`src/rtl/vend_pkg.sv`:
```
// Shared definitions for the coin pulse conditioner: emission states,
// coin channel indices, the 3-bit coin vector type and the fixed
// N > D > Q grant priority.
`timescale 1ns/1ps
package vend_pkg;

   typedef enum logic [1:0] {
      IDLE  = 2'd0,
      PULSE = 2'd1,
      GAP   = 2'd2
   } emit_state_e;

   localparam int COIN_N = 0;
   localparam int COIN_D = 1;
   localparam int COIN_Q = 2;

   typedef logic [2:0] coin_vec_t;

   // One-hot grant of the highest-priority requesting coin (nickel first).
   function automatic coin_vec_t coin_priority(input coin_vec_t req);
      coin_vec_t g;
      g = '0;
      if (req[COIN_N]) begin
         g[COIN_N] = 1'b1;
      end else if (req[COIN_D]) begin
         g[COIN_D] = 1'b1;
      end else if (req[COIN_Q]) begin
         g[COIN_Q] = 1'b1;
      end
      return g;
   endfunction

endpackage

```
`src/rtl/coin_debounce.sv`:
```
// Two-flop synchroniser followed by a debouncer: the output level only
// changes after the synchronised input has disagreed with it for
// DEBOUNCE_CYCLES consecutive cycles.
`timescale 1ns/1ps
module coin_debounce
   import vend_pkg::*;
#(
   parameter int DEBOUNCE_CYCLES = 16
) (
   input  logic clk_i,
   input  logic rst_i,
   input  logic raw_i,
   output logic level_o
);

   localparam int CW = $clog2(DEBOUNCE_CYCLES + 1);
   localparam logic [CW-1:0] CNT_LAST = CW'(DEBOUNCE_CYCLES - 1);

   logic          sync1_q;
   logic          sync2_q;
   logic          level_q;
   logic          level_d;
   logic [CW-1:0] cnt_q;
   logic [CW-1:0] cnt_d;

   // Bring the asynchronous sensor line into the clock domain.
   always_ff @(posedge clk_i or posedge rst_i) begin
      if (rst_i) begin
         sync1_q <= 1'b0;
         sync2_q <= 1'b0;
      end else begin
         sync1_q <= raw_i;
         sync2_q <= sync1_q;
      end
   end

   // Count consecutive disagreeing cycles; toggle the level once the run is long enough.
   always_comb begin
      level_d = level_q;
      cnt_d   = '0;
      if (sync2_q != level_q) begin
         if (cnt_q == CNT_LAST) begin
            level_d = ~level_q;
            cnt_d   = '0;
         end else begin
            cnt_d = cnt_q + CW'(1);
         end
      end
   end

   // Debounce counter and accepted level registers.
   always_ff @(posedge clk_i or posedge rst_i) begin
      if (rst_i) begin
         cnt_q   <= '0;
         level_q <= 1'b0;
      end else begin
         cnt_q   <= cnt_d;
         level_q <= level_d;
      end
   end

   assign level_o = level_q;

endmodule

```
`src/rtl/coin_pulse_conditioner.sv`:
```
// Coin pulse conditioner: debounces the three coin sensors and the
// soda/diet switch, latches each accepted coin as a pending request and
// emits pending coins one at a time as single-cycle pulses, separated by
// GAP_CYCLES idle cycles and held off while vend_busy is high.
// Optional build macro COIN_COUNT_EN adds saturating 8-bit per-type
// counters of emitted pulses (cnt_n, cnt_d, cnt_q).
`timescale 1ns/1ps
module coin_pulse_conditioner
   import vend_pkg::*;
#(
   parameter int DEBOUNCE_CYCLES = 16,
   parameter int GAP_CYCLES      = 1
) (
   input  logic       clk,
   input  logic       reset,
   input  logic       coin_n_raw,
   input  logic       coin_d_raw,
   input  logic       coin_q_raw,
   input  logic       sel_raw,
   input  logic       vend_busy,
   output logic       N_in,
   output logic       D_in,
   output logic       Q_in,
   output logic       SodaDiet_Sel,
`ifdef COIN_COUNT_EN
   output logic       coin_lost,
   output logic [7:0] cnt_n,
   output logic [7:0] cnt_d,
   output logic [7:0] cnt_q
`else
   output logic       coin_lost
`endif
);

   localparam int GAP_W = (GAP_CYCLES < 2) ? 1 : $clog2(GAP_CYCLES);
   localparam logic [GAP_W-1:0] GAP_LAST = GAP_W'(GAP_CYCLES - 1);

   coin_vec_t         lvl;
   coin_vec_t         lvl_prev_q;
   coin_vec_t         rise;
   coin_vec_t         pending_q;
   coin_vec_t         pending_d;
   coin_vec_t         pulse_q;
   coin_vec_t         pulse_d;
   coin_vec_t         grant;
   logic              sel_lvl;
   logic              can_grant;
   logic              lost_q;
   logic              lost_d;
   emit_state_e       state_q;
   emit_state_e       state_d;
   logic [GAP_W-1:0]  gap_cnt_q;
   logic [GAP_W-1:0]  gap_cnt_d;

   coin_debounce #(.DEBOUNCE_CYCLES(DEBOUNCE_CYCLES)) u_deb_n (
      .clk_i   (clk),
      .rst_i   (reset),
      .raw_i   (coin_n_raw),
      .level_o (lvl[COIN_N])
   );

   coin_debounce #(.DEBOUNCE_CYCLES(DEBOUNCE_CYCLES)) u_deb_d (
      .clk_i   (clk),
      .rst_i   (reset),
      .raw_i   (coin_d_raw),
      .level_o (lvl[COIN_D])
   );

   coin_debounce #(.DEBOUNCE_CYCLES(DEBOUNCE_CYCLES)) u_deb_q (
      .clk_i   (clk),
      .rst_i   (reset),
      .raw_i   (coin_q_raw),
      .level_o (lvl[COIN_Q])
   );

   coin_debounce #(.DEBOUNCE_CYCLES(DEBOUNCE_CYCLES)) u_deb_sel (
      .clk_i   (clk),
      .rst_i   (reset),
      .raw_i   (sel_raw),
      .level_o (sel_lvl)
   );

   assign rise = lvl & ~lvl_prev_q;

   // Emission sequencing plus pending/lost bookkeeping. The last GAP cycle
   // (or PULSE when there is no gap) makes the same grant decision as IDLE,
   // so consecutive pulses are exactly GAP_CYCLES idle cycles apart.
   always_comb begin
      state_d   = state_q;
      gap_cnt_d = gap_cnt_q;
      grant     = '0;
      can_grant = 1'b0;
      case (state_q)
         IDLE: begin
            can_grant = 1'b1;
         end
         PULSE: begin
            gap_cnt_d = '0;
            if (GAP_CYCLES == 0) begin
               can_grant = 1'b1;
            end else begin
               state_d = GAP;
            end
         end
         GAP: begin
            if (gap_cnt_q == GAP_LAST) begin
               gap_cnt_d = '0;
               can_grant = 1'b1;
            end else begin
               gap_cnt_d = gap_cnt_q + GAP_W'(1);
            end
         end
         default: begin
            state_d = IDLE;
         end
      endcase
      if (can_grant) begin
         if (!vend_busy && (pending_q != '0)) begin
            grant   = coin_priority(pending_q);
            state_d = PULSE;
         end else begin
            state_d = IDLE;
         end
      end
      pulse_d   = grant;
      // A fresh edge on the channel being granted re-arms its pending bit.
      pending_d = (pending_q & ~grant) | rise;
      lost_d    = lost_q | (|(rise & pending_q & ~grant));
   end

   // Emission state, gap counter, pending coins, registered pulse outputs and sticky loss flag.
   always_ff @(posedge clk or posedge reset) begin
      if (reset) begin
         state_q    <= IDLE;
         gap_cnt_q  <= '0;
         pending_q  <= '0;
         pulse_q    <= '0;
         lvl_prev_q <= '0;
         lost_q     <= 1'b0;
      end else begin
         state_q    <= state_d;
         gap_cnt_q  <= gap_cnt_d;
         pending_q  <= pending_d;
         pulse_q    <= pulse_d;
         lvl_prev_q <= lvl;
         lost_q     <= lost_d;
      end
   end

   assign N_in         = pulse_q[COIN_N];
   assign D_in         = pulse_q[COIN_D];
   assign Q_in         = pulse_q[COIN_Q];
   assign SodaDiet_Sel = sel_lvl;
   assign coin_lost    = lost_q;

`ifdef COIN_COUNT_EN
   logic [7:0] cnt_n_q;
   logic [7:0] cnt_d_q;
   logic [7:0] cnt_q_q;

   function automatic logic [7:0] sat_inc(input logic [7:0] v);
      return (v == 8'hFF) ? v : v + 8'd1;
   endfunction

   // Per-type emitted-pulse counters, updated as each pulse is launched.
   always_ff @(posedge clk or posedge reset) begin
      if (reset) begin
         cnt_n_q <= 8'd0;
         cnt_d_q <= 8'd0;
         cnt_q_q <= 8'd0;
      end else begin
         if (grant[COIN_N]) cnt_n_q <= sat_inc(cnt_n_q);
         if (grant[COIN_D]) cnt_d_q <= sat_inc(cnt_d_q);
         if (grant[COIN_Q]) cnt_q_q <= sat_inc(cnt_q_q);
      end
   end

   assign cnt_n = cnt_n_q;
   assign cnt_d = cnt_d_q;
   assign cnt_q = cnt_q_q;
`endif

endmodule

```
`config.mk`:
```
export PLATFORM = sky130hd
export DESIGN_NAME = coin_pulse_conditioner
export DESIGN_NICKNAME = d
export VERILOG_FILES = /design/src/rtl/vend_pkg.sv /design/src/rtl/coin_debounce.sv /design/src/rtl/coin_pulse_conditioner.sv
export SDC_FILE = /design/constraint.sdc
export NUM_CORES = 1
export LEC_CHECK = 0
export ABC_AREA = 1
export BUFFER_PORTS_ARGS = -buffer_cell sky130_fd_sc_hd__buf_2
export CAP_MARGIN = 20
export CORE_UTILIZATION = 52
export CTS_BUF_LIST = sky130_fd_sc_hd__clkbuf_16
export CTS_CLUSTER_DIAMETER = 50
export DETAILED_ROUTE_END_ITERATION = 12
export GPL_TIMING_DRIVEN = 1
export PLACE_DENSITY = 0.84
export SYNTH_ARGS = -nofsm -noshare
export SYNTH_HDL_FRONTEND = slang
export SYNTH_SLANG_ARGS = --single-unit
```
`constraint.sdc`:
```
create_clock -name clk -period 1 [get_ports clk]
set_clock_uncertainty 0.05 [all_clocks]
set_input_delay 0 -clock clk [delete_from_list [all_inputs] [get_ports clk]]
set_output_delay 0 -clock clk [all_outputs]
set_load 0.01 [all_outputs]
```
==> impl_summary.log, run 1 <==
[metrics] status: finished with violations
[metrics] failing checks: design-rule violations, negative hold slack, negative setup slack
[metrics] die outline area: 3330 sq um
[metrics] total leakage power: 0.00112 uW
[metrics] Clk pwr share: 39.1%
[metrics] GR Overflow Total: 0
[metrics] worst relative slew slack: 84.8%
[metrics] number of antenna violations at the first check in global routing: 0
[metrics] cells on worst reg2reg path: 4
[metrics] Pre-antenna DRT Iters: 8
[metrics] number of storage elements in the synthesis netlist: 43
[metrics] via count of the first global-routing pass: 1169
[metrics] cell internal power dissipation: 2990 uW
[metrics] highest net fanout along the worst path: 4
[metrics] RSZ-0062 raised after global routing: true
[metrics] setup_tns: -3.00 ns
[metrics] width of the die: 57.7 um
[metrics] number of cells on the worst hold path: 4
[metrics] largest family of logic cells by synthesized area: simple AND/OR/NAND/NOR gates
[metrics] crit-path cells: inv_1 > nand4_1 > nand2_1 > nand3_1
[metrics] fraction of power consumed by combinational cells: 12.2%
[metrics] clock latency reported for the late side of the worst-skew pair: 0.28 ns
[metrics] multiplexer area fraction after synthesis: 0%
[metrics] Final Hold Slack: -0.0000671 ns
[metrics] clock-pin slew on the worst setup and hold paths: 0.06 ns
[metrics] Hold Startpoint: vend_busy
[metrics] maximum VDD drop: 1.59 mV
[metrics] via count: 1250
[metrics] sequential share of the synthesized area: 66.7%
[metrics] register share of total power: 48.7%
[metrics] IO Count: 12
[metrics] row cnt: 19
[metrics] fraction of power spent switching nets: 24.3%
[metrics] area fraction in compound gates after synthesis: 1.71%
[metrics] total clock buffers created by CTS: 5
[metrics] Min-Delay Endpoint: pulse_q[1]
[metrics] post-route total power: 3950 uW
[metrics] Worst Path Required: 1.11 ns
[metrics] Setup CP Type: flop to flop
[metrics] Synth Area in Adders: 3.10%
[metrics] final critical delay including setup and external delays: 1.22 ns
[metrics] final hold vios: 1
[metrics] global-route wire length before repair: 5.02 mm
[metrics] Post-synth ARST share: 100%
[metrics] hold buffer count at CTS: 6
[metrics] total power per unit cell area: 1680 nW/um^2
[metrics] cell area after synthesis: 1610 sq um
[metrics] standard cell core area: 2850 sq um
[metrics] number of synthesized flops with an enable pin: 0
[metrics] worst-case setup margin in the final layout: -0.217 ns
[metrics] CTS Sinks: 43
[metrics] synthesized-area fraction occupied by and/or/nand/nor cells: 19.8%
[metrics] kind of start point of the critical path: flop
[metrics] largest net degree at the start of global routing: 44
[metrics] buffer depth of the longest clock path: 2
[metrics] overall fraction of global-route tracks in use: 21.2%
[metrics] type of the most critical hold path: input pin to flop
[metrics] max-cap violation count: 0
[metrics] dominant cell type by area after synthesis: dfrtp_1
[metrics] area growth from synthesis to layout: 45.3%
[metrics] Slowest Stage Delay on Critical Path: 0.39 ns
[metrics] layout cells sized above 1: 42.9%
[metrics] final setup violation count: 24
[metrics] top cell type's share of synthesized area: 66.7%
[metrics] most frequently used flop master after synthesis: dfrtp_1
[metrics] worst slack at placement: -0.157 ns
[metrics] average wire per cell in the routed design: 15.7 um
[metrics] most frequent cells after synthesis: 43 x dfrtp_1, 26 x nor2_1, 21 x nand2_1
[metrics] R2R Setup Slk: -0.22 ns
[metrics] Worst Max-Slew Pin Slew: 0.226 ns
[metrics] number of nets at the end of the flow: 215
[metrics] drt total wl: 3.71 mm
[metrics] fraction of synthesized cell area in xor and xnor cells: 4.34%
[metrics] worst reg2reg path startpoint: pending_q[1]
[metrics] Residual DRC: 1
[metrics] period utilisation layout: 122%
[metrics] Antenna Nets Post-Route: 0
[metrics] CTS tree: done
[metrics] unique cell type count in the Yosys netlist: 15
[metrics] DP Wirelength: 1.84 mm
[metrics] reg-to-reg endpoint: coin_lost
[metrics] Slowest cell on crit path: dfrtp_1
[metrics] main area contributors after synthesis: dfrtp_1 67%, nor2_1 6.0%, nand2_1 4.9%, inv_1 4.4%, ha_1 3.1%
[metrics] maximum level of the CTS H-tree: 2
[metrics] count of input and output buffers: 11
[metrics] starting density of the core: 56.6%
[metrics] arrival time worst endpoint: 1.32 ns
[metrics] height of the chip: 57.7 um
[metrics] master cell of the clock root buffer: clkbuf_16
[metrics] Yosys Warn Count: 0
[metrics] Final Wtd Congestion: 0.756
[metrics] Antenna diodes: 0
[metrics] mean cell area of the mapped netlist: 10.7 sq um
[metrics] number of nets produced by synthesis: 162
[metrics] NetSw: 960 uW
[metrics] per-cell via count in the routed design: 5.30
[metrics] count of routing violations after the opening detailed-route iteration: 33
[metrics] element type at the critical path end: flop
[metrics] most frequent cell after synthesis: dfrtp_1
[metrics] Max Transition Viols Final: 0
[metrics] number of instances in the synthesized netlist: 151
[metrics] Peak Freq: 822 MHz
[metrics] count of filler cells inserted in the layout: 144
cells by family (layout without fill, tap and decap cells):
group / count (synthesis) / after routing
simple gates: 72 / 72
xor+xnor: 8 / 8
fa+ha+maj: 4 / 4
buf+inv: 19 / 73
flops: 43 / 43
compound gates: 5 / 5
sequential cells by signal, indices dropped and copies added, names as in the netlist, 3 cells and up:
register and flops:
u_deb_q.cnt_q 5, u_deb_d.cnt_q 5, u_deb_n.cnt_q 5, pulse_q 3, lvl_prev_q 3, pending_q 3
u_deb_sel.cnt_q 5
layer usage:
| metal | global-route usage [%] | vias up | share of wire, % |
|---|---|---|---|
| met5 | 0 | - | 0 |
| met4 | 10.2 | 0 | 3.2 |
| met3 | 8.71 | 11 | 5.1 |
| met2 | 34.1 | 40 | 53 |
| met1 | 24.8 | 623 | 39 |
| li1 | - | 576 | - |
power groups by stage:
| stage | logic, uW | registers, uW | clock network, uW |
|---|---|---|---|
| after CTS | 405 | 1920 | 1570 |
| final | 482 | 1930 | 1540 |
| after floorplan | 181 | 1930 | 0 |
| after global routing | 534 | 1930 | 1650 |
| after detailed placement | 337 | 1940 | 0 |
| after global placement | 319 | 1930 | 0 |
final cells by class:
cell class              count  area, sq um  share of cell area, %
inverters                  19         75.1                   3.20
clock inverters             3         15.0                  0.640
flip-flops and latches     43         1080                   45.9
well taps                  31         38.8                   1.65
multi-input cells          89          652                   27.8
clock buffers               5          125                   5.33
repair buffers             46          364                   15.5
how the worst max path moves through the flow:
stage | from | end | slack, ns | cells after the start
6_report | pending_q[1] | coin_lost | -0.22 | 4
5_1_grt | pending_q[1] | coin_lost | -0.28 | 4
4_1_cts | u_deb_n.cnt_q[1] | u_deb_n.level_o | -0.16 | 6
3_5_place_dp | u_deb_q.cnt_q[0] | u_deb_q.cnt_q[3] | -0.16 | 6
3_3_place_gp | u_deb_n.cnt_q[0] | u_deb_n.cnt_q[3] | -0.11 | 6
2_1_floorplan | u_deb_d.cnt_q[0] | u_deb_d.cnt_q[3] | -0.06 | 6
critical path: cells and delay by family (launching register included):
family	cells	cell delay (ns)
buf+inv	1	0.16
flops	1	0.39
simple gates	3	0.49
repair_timing:
item | CTS | global route
endpoints found under the setup margin | 26 | 28
cloned | 0 | 0
pin swaps | 14 | 22
gates resized for setup | 24 | 28
setup buffers | 6 | 7
endpoints found under the hold margin | 49 | 1
cells in the final DEF (no fill, tap or decap):
master,instances
nand4_1,1
buf_2,11
buf_6,5
dfrtp_1,43
clkinv_1,2
inv_2,3
nor2_2,2
dlygate4sd3_1,6
nand3_2,1
inv_1,15
buf_4,23
nand3_1,8
a21oi_1,2
clkinvlp_4,2
nand2_4,1
nand2b_4,1
xnor2_1,1
nand2b_1,3
xor2_1,4
nor2_1,17
ha_2,4
nor3_2,4
xnor2_2,3
nor2_4,8
o22ai_1,1
buf_12,1
nand2_1,12
nor3_1,2
o22ai_2,1
nor3b_2,4
clkbuf_16,5
a21oi_2,1
nand2_2,8
through the flow:
step	util [%]	instances	cell area (sq um)
finish	82.2	236	2350
global route	82.2	236	2350
CTS	77.1	230	2200
detailed placement	65.1	210	1860
global placement	65.1	210	1860
floorplan	-	151	1620
No activity file was read; power rests on OpenSTA's default activity.
==> run 2, diff against run 1 <==
--- a/config.mk
+++ b/config.mk
@@ -8,12 +8,12 @@
 export ABC_AREA = 1
 export BUFFER_PORTS_ARGS = -buffer_cell sky130_fd_sc_hd__buf_2
 export CAP_MARGIN = 20
-export CORE_UTILIZATION = 52
+export CORE_UTILIZATION = 55
 export CTS_BUF_LIST = sky130_fd_sc_hd__clkbuf_16
 export CTS_CLUSTER_DIAMETER = 50
 export DETAILED_ROUTE_END_ITERATION = 12
 export GPL_TIMING_DRIVEN = 1
-export PLACE_DENSITY = 0.84
+export PLACE_DENSITY = 0.85
 export SYNTH_ARGS = -nofsm -noshare
 export SYNTH_HDL_FRONTEND = slang
 export SYNTH_SLANG_ARGS = --single-unit
==> constraint.sdc (replaced) <==
create_clock -name clk -period 1.3 [get_ports clk]
set_clock_uncertainty 0.05 [all_clocks]
set_input_delay 0 -clock clk [delete_from_list [all_inputs] [get_ports clk]]
set_output_delay 0 -clock clk [all_outputs]
set_load 0.01 [all_outputs]
==> run 2 against run 1 <==
  * The flow now finishes without violations
  * Clock power decreased by 23%
  * Hold slack gained 0.30 ns
  * Sequential power down 24%
  * Via count is 15% lower
  * Die area down 5.3%
  * First-iteration DRC count shrank 36%
  * Critical endpoint is now u_deb_d.cnt_q[3]
==> impl_summary.log, run 2 (same netlist as run 1, synthesis figures left out) <==
[metrics] kind of start point of the critical path: flop
[metrics] Pre-antenna DRT Iters: 4
[metrics] total power per unit cell area: 1470 nW/um^2
[metrics] post-route total power: 2870 uW
[metrics] via count of the first global-routing pass: 1113
[metrics] type of the most critical hold path: flop to flop
[metrics] CTS Sinks: 43
[metrics] clock-pin slew on the worst setup and hold paths: 0.06 ns
[metrics] height of the chip: 56.2 um
[metrics] maximum VDD drop: 1.47 mV
[metrics] largest net degree at the start of global routing: 44
[metrics] drt total wl: 2.63 mm
[metrics] row cnt: 19
[metrics] width of the die: 56.2 um
[metrics] commonest non-fill, non-tap cells in the layout: 43 x dfrtp_1, 22 x nor2_1, 20 x inv_1, 19 x nand2_1, 11 x buf_2
[metrics] Setup CP Type: flop to flop
[metrics] Peak Freq: 832 MHz
[metrics] Most common cell on crit path: nand2_1
[metrics] clock latency reported for the late side of the worst-skew pair: 0.28 ns
[metrics] GR Overflow Total: 0
[metrics] crit-path cells: ha_1 > nand2_1 > nor2_2 > nand2_1 > nand2b_1 > nor2_1
[metrics] worst slack at placement: 0.0679 ns
[metrics] highest net fanout along the worst path: 4
[metrics] Residual DRC: 0
[metrics] R2R Setup Slk: 0.1 ns
[metrics] starting density of the core: 58.5%
[metrics] period utilisation layout: 92.5%
[metrics] Final Wtd Congestion: 0.725
[metrics] layout cells sized above 1: 16.3%
[metrics] maximum level of the CTS H-tree: 2
[metrics] setup_tns: 0 ns
[metrics] IO Count: 12
[metrics] final hold vios: 0
[metrics] standard cell core area: 2760 sq um
[metrics] final core utilization: 70.7%
[metrics] worst relative slew slack: 66.2%
[metrics] worst-case setup margin in the final layout: 0.0974 ns
[metrics] global-route wire length before repair: 4.77 mm
[metrics] total leakage power: 0.000952 uW
[metrics] status: completed
[metrics] per-cell via count in the routed design: 5.11
[metrics] Worst Max-Slew Pin Slew: 0.507 ns
[metrics] final critical delay including setup and external delays: 1.20 ns
[metrics] DP Wirelength: 1.82 mm
[metrics] gate family responsible for the most delay along the worst path: simple AND/OR/NAND/NOR gates
[metrics] buffer depth of the longest clock path: 2
[metrics] Worst Path Required: 1.42 ns
[metrics] Antenna Nets Post-Route: 0
[metrics] area growth from synthesis to layout: 20.8%
[metrics] total clock buffers created by CTS: 5
[metrics] number of nets at the end of the flow: 188
[metrics] average wire per cell in the routed design: 12.6 um
[metrics] Max Transition Viols Final: 0
[metrics] master cell of the clock root buffer: clkbuf_16
[metrics] count of filler cells inserted in the layout: 205
[metrics] number of buffer and inverter stages on the critical path: 0
[metrics] arrival time worst endpoint: 1.32 ns
[metrics] Final Hold Slack: 0.298 ns
[metrics] via count: 1068
[metrics] number of antenna violations at the first check in global routing: 0
[metrics] CTS tree: done
[metrics] final setup violation count: 0
[metrics] Slowest cell on crit path: dfrtp_1
[metrics] count of routing violations after the opening detailed-route iteration: 21
[metrics] element type at the critical path end: flop
[metrics] overall fraction of global-route tracks in use: 20.8%
[metrics] Slowest Stage Delay on Critical Path: 0.37 ns
[metrics] die outline area: 3160 sq um
[metrics] max-cap violation count: 0
[metrics] count of input and output buffers: 11
[metrics] Antenna diodes: 0
[metrics] most common cell after layout, fill and taps aside: dfrtp_1
==> run 2: cell types whose count changed in the layout (fill, tap and decap cells not counted), moves of 3 or more <==
cell,change
buf_4,-21
nand2_1,+7
nor2_4,-7
nand2_2,-6
buf_6,-5
inv_1,+5
nor2_1,+5
nor3_1,+4
nor3_2,-4
nor3b_1,+4
nor3b_2,-4
inv_2,-3
xnor2_1,+3
xnor2_2,-3
==> run 2: path summary, 6_finish.rpt <==
path,from,to,depth (start not counted)
min in group asynchronous,reset,u_deb_q.cnt_q[2],4
max in group asynchronous,reset,u_deb_d.cnt_q[4],4
max,u_deb_d.cnt_q[1],u_deb_d.cnt_q[3],6
min,u_deb_d.sync1_q,u_deb_d.sync2_q,0
min reg2reg,u_deb_d.sync1_q,u_deb_d.sync2_q,0
max reg2reg,u_deb_d.cnt_q[1],u_deb_d.cnt_q[3],6
==> run 2: where the power goes <==
part           switching (uW)  leakage (uW)  internal (uW)
sequential               52.1      0.000570           1420
clock                     483     0.0000710            700
combinational             127      0.000311           90.0
total                     662      0.000952           2210
==> run 2: layout make-up <==
type	instances	area (sq um)	area share (%)
clock buffers	5	125	6.42
clock inverters	3	16.3	0.834
inverters	19	71.3	3.66
multi-input cells	89	492	25.2
flip-flops and latches	43	1080	55.2
well taps	31	38.8	1.99
repair buffers	19	130	6.68
==> run 2: what timing repair did <==
item,in CTS,in global routing
setup buffers,0,1
endpoints found under the setup margin,0,15
resized for setup,0,9
hold buffers,6,0
hold endpoints to repair,50,0
==> run 2: per-stage QoR <==
stage	cell area (sq um)	instances
6_report	1950	209
5_1_grt	1950	209
4_1_cts	1920	208
3_5_place_dp	1720	194
3_3_place_gp	1720	194
2_1_floorplan	1610	151
==> run 2: worst register-to-register path: cells and delay by family (launching register included) <==
kind          cells  cell delay, ns
fa+ha+maj         1            0.20
simple gates      5            0.47
flops             1            0.37
==> run 2: routing by layer <==
layer | routed length (um) | share of wire (%) | GRT usage (%) | vias up
met4 | 55 | 2.1 | 7.67 | 0
li1 | - | - | - | 525
met1 | 1060 | 40 | 23.2 | 516
met2 | 1390 | 53 | 35.2 | 19
met5 | 0 | 0 | 0 | -
met3 | 122 | 4.6 | 9.07 | 8
==> run 3, diff against run 2 <==
--- a/config.mk
+++ b/config.mk
@@ -13,7 +13,9 @@
 export CTS_CLUSTER_DIAMETER = 50
 export DETAILED_ROUTE_END_ITERATION = 12
 export GPL_TIMING_DRIVEN = 1
-export PLACE_DENSITY = 0.85
+export PLACE_DENSITY = 0.74
+export REMOVE_ABC_BUFFERS = 1
+export SKIP_LAST_GASP = 1
 export SYNTH_ARGS = -nofsm -noshare
 export SYNTH_HDL_FRONTEND = slang
 export SYNTH_SLANG_ARGS = --single-unit
==> run 3 against run 2 <==
  * Sequential power is essentially flat
  * Clock-buffer cell count is the same
  * Clock power is essentially flat
  * Power shrank 1.2%
  * Routed wire length shrank 9.4%
  * Cell area shrank 1.2%
  * Setup slack gained 0.012 ns
  * Combinational power shrank 3%
  * Global-route usage shrank 1.4 points
==> impl_summary.log, run 3 (same netlist as run 1, synthesis figures left out) <==
[metrics] status: completed
[metrics] area growth from synthesis to layout: 19.3%
[metrics] Pre-antenna DRT Iters: 4
[metrics] DP Wirelength: 1.51 mm
[metrics] post-route total power: 2840 uW
[metrics] total power per unit cell area: 1470 nW/um^2
[metrics] worst relative slew slack: 66.4%
[metrics] count of input and output buffers: 11
[metrics] max-cap violation count: 0
[metrics] Max Transition Viols Final: 0
[metrics] final hold vios: 0
[metrics] final critical delay including setup and external delays: 1.19 ns
[metrics] worst-case setup margin in the final layout: 0.109 ns
[metrics] Most common cell on crit path: nand2_1
[metrics] gate family responsible for the most delay along the worst path: simple AND/OR/NAND/NOR gates
[metrics] Setup CP Type: flop to flop
[metrics] element type at the critical path end: flop
[metrics] RSZ-0062 raised after global routing: false
[metrics] maximum level of the CTS H-tree: 2
[metrics] maximum VDD drop: 1.63 mV
[metrics] standard cell core area: 2760 sq um
[metrics] buffer depth of the longest clock path: 2
[metrics] master cell of the clock root buffer: clkbuf_16
[metrics] Residual DRC: 0
[metrics] arrival time worst endpoint: 1.31 ns
[metrics] CTS tree: done
[metrics] count of filler cells inserted in the layout: 202
[metrics] largest net degree at the start of global routing: 44
[metrics] Final Wtd Congestion: 0.747
[metrics] CTS Sinks: 43
[metrics] via count: 1065
[metrics] Antenna diodes: 0
[metrics] period utilisation layout: 91.6%
[metrics] layout cells sized above 1: 12.4%
[metrics] per-cell via count in the routed design: 5.10
[metrics] total area of multi-input combinational cells: 472 sq um
[metrics] count of routing violations after the opening detailed-route iteration: 21
[metrics] die outline area: 3160 sq um
[metrics] IO Count: 12
[metrics] number of antenna violations at the first check in global routing: 0
[metrics] clock latency reported for the late side of the worst-skew pair: 0.28 ns
[metrics] global-route wire length before repair: 4.34 mm
[metrics] Hold Startpoint: u_deb_n.sync1_q
[metrics] highest net fanout along the worst path: 3
[metrics] average wire per cell in the routed design: 11.4 um
[metrics] type of the most critical hold path: flop to flop
[metrics] final setup violation count: 0
[metrics] starting density of the core: 58.5%
[metrics] Slowest cell on crit path: dfrtp_1
[metrics] GR Overflow Total: 0
[metrics] Peak Freq: 840 MHz
[metrics] total clock buffers created by CTS: 5
[metrics] row cnt: 19
[metrics] number of nets at the end of the flow: 188
[metrics] Slowest Stage Delay on Critical Path: 0.39 ns
[metrics] commonest non-fill, non-tap cells in the layout: 43 x dfrtp_1, 24 x nor2_1, 21 x inv_1, 21 x nand2_1, 11 x buf_2
[metrics] kind of start point of the critical path: flop
[metrics] drt total wl: 2.38 mm
[metrics] launch point of the worst path: u_deb_sel.cnt_q[0]
[metrics] width of the die: 56.2 um
[metrics] height of the chip: 56.2 um
[metrics] total leakage power: 0.000961 uW
[metrics] clock-pin slew on the worst setup and hold paths: 0.05 ns
[metrics] Final Hold Slack: 0.297 ns
[metrics] crit-path cells: ha_1 > nand2_1 > nor2_2 > nand2_1 > nand2b_1 > nor2_1
[metrics] post-placement cell area: 1720 sq um
[metrics] Final Instance Area: 1930 sq um
[metrics] Worst Path Required: 1.42 ns
[metrics] worst reg2reg path startpoint: u_deb_sel.cnt_q[0]
[metrics] overall fraction of global-route tracks in use: 19.4%
[metrics] worst slack at placement: 0.0830 ns
[metrics] most common cell after layout, fill and taps aside: dfrtp_1
[metrics] Worst Max-Slew Pin Slew: 0.504 ns
[metrics] via count of the first global-routing pass: 1063
[metrics] setup_tns: 0 ns
[metrics] Antenna Nets Post-Route: 0
[metrics] area occupied by registers: 1080 sq um
[metrics] number of buffer and inverter stages on the critical path: 0
-- run 3: changes by cell type in the layout (fill, tap and decap cells not counted), sizes merged --
| cell | delta |
|---|---|
| clkinvlp | -1 |
| inv | +1 |
-- run 3: repair_timing --
action / in CTS / in global routing
setup buffers: 0 / 1
setup endpoints to repair: 0 / 6
endpoints found under the hold margin: 50 / 0
hold buffers: 6 / 0
gates resized for setup: 0 / 2
-- run 3: worst reg2reg max path: stages, from the launching register on --
cell and delay [ns]:
dfrtp_1 0.39, ha_1 0.19, nand2_1 0.08, nor2_2 0.13, nand2_1 0.09, nand2b_1 0.10
nor2_1 0.05
-- run 3: stage by stage --
step	util, %	cells
floorplan	-	151
global placement	62.2	194
detailed placement	62.2	194
CTS	69.4	208
global route	69.8	209
finish	69.8	209
-- run 3: final timing paths --
check | to | slack, ns | cells past startpoint
max in group asynchronous | u_deb_d.cnt_q[0] | 0.52 | 4
min reg2reg | u_deb_n.sync2_q | 0.30 | 0
min | u_deb_n.sync2_q | 0.30 | 0
min in group asynchronous | u_deb_sel.cnt_q[3] | 0.34 | 4
max reg2reg | u_deb_sel.cnt_q[0] | 0.11 | 6
max | u_deb_sel.cnt_q[0] | 0.11 | 6
-- run 3: cell type report --
class | count | share of cell area (%)
clock buffer | 5 | 6.50
timing repair buffer | 19 | 6.76
multi-input combinational | 89 | 24.5
tap | 31 | 2.01
clock inverter | 3 | 0.650
inverter | 19 | 3.70
sequential | 43 | 55.9
-- run 3: power by group --
group | leakage (uW) | switching [uW] | total [uW] | internal [uW]
combinational | 0.000315 | 123 | 211 | 88.2
clock | 0.0000762 | 461 | 1150 | 693
sequential | 0.000570 | 51.5 | 1470 | 1420
-- run 3: routing by layer --
layer	vias up	routed length, um	global-route usage (%)
met1	516	1000	19.3
li1	524	-	-
met5	-	0	0
met3	8	120	9.07
met4	0	86	12.2
met2	17	1170	32.3
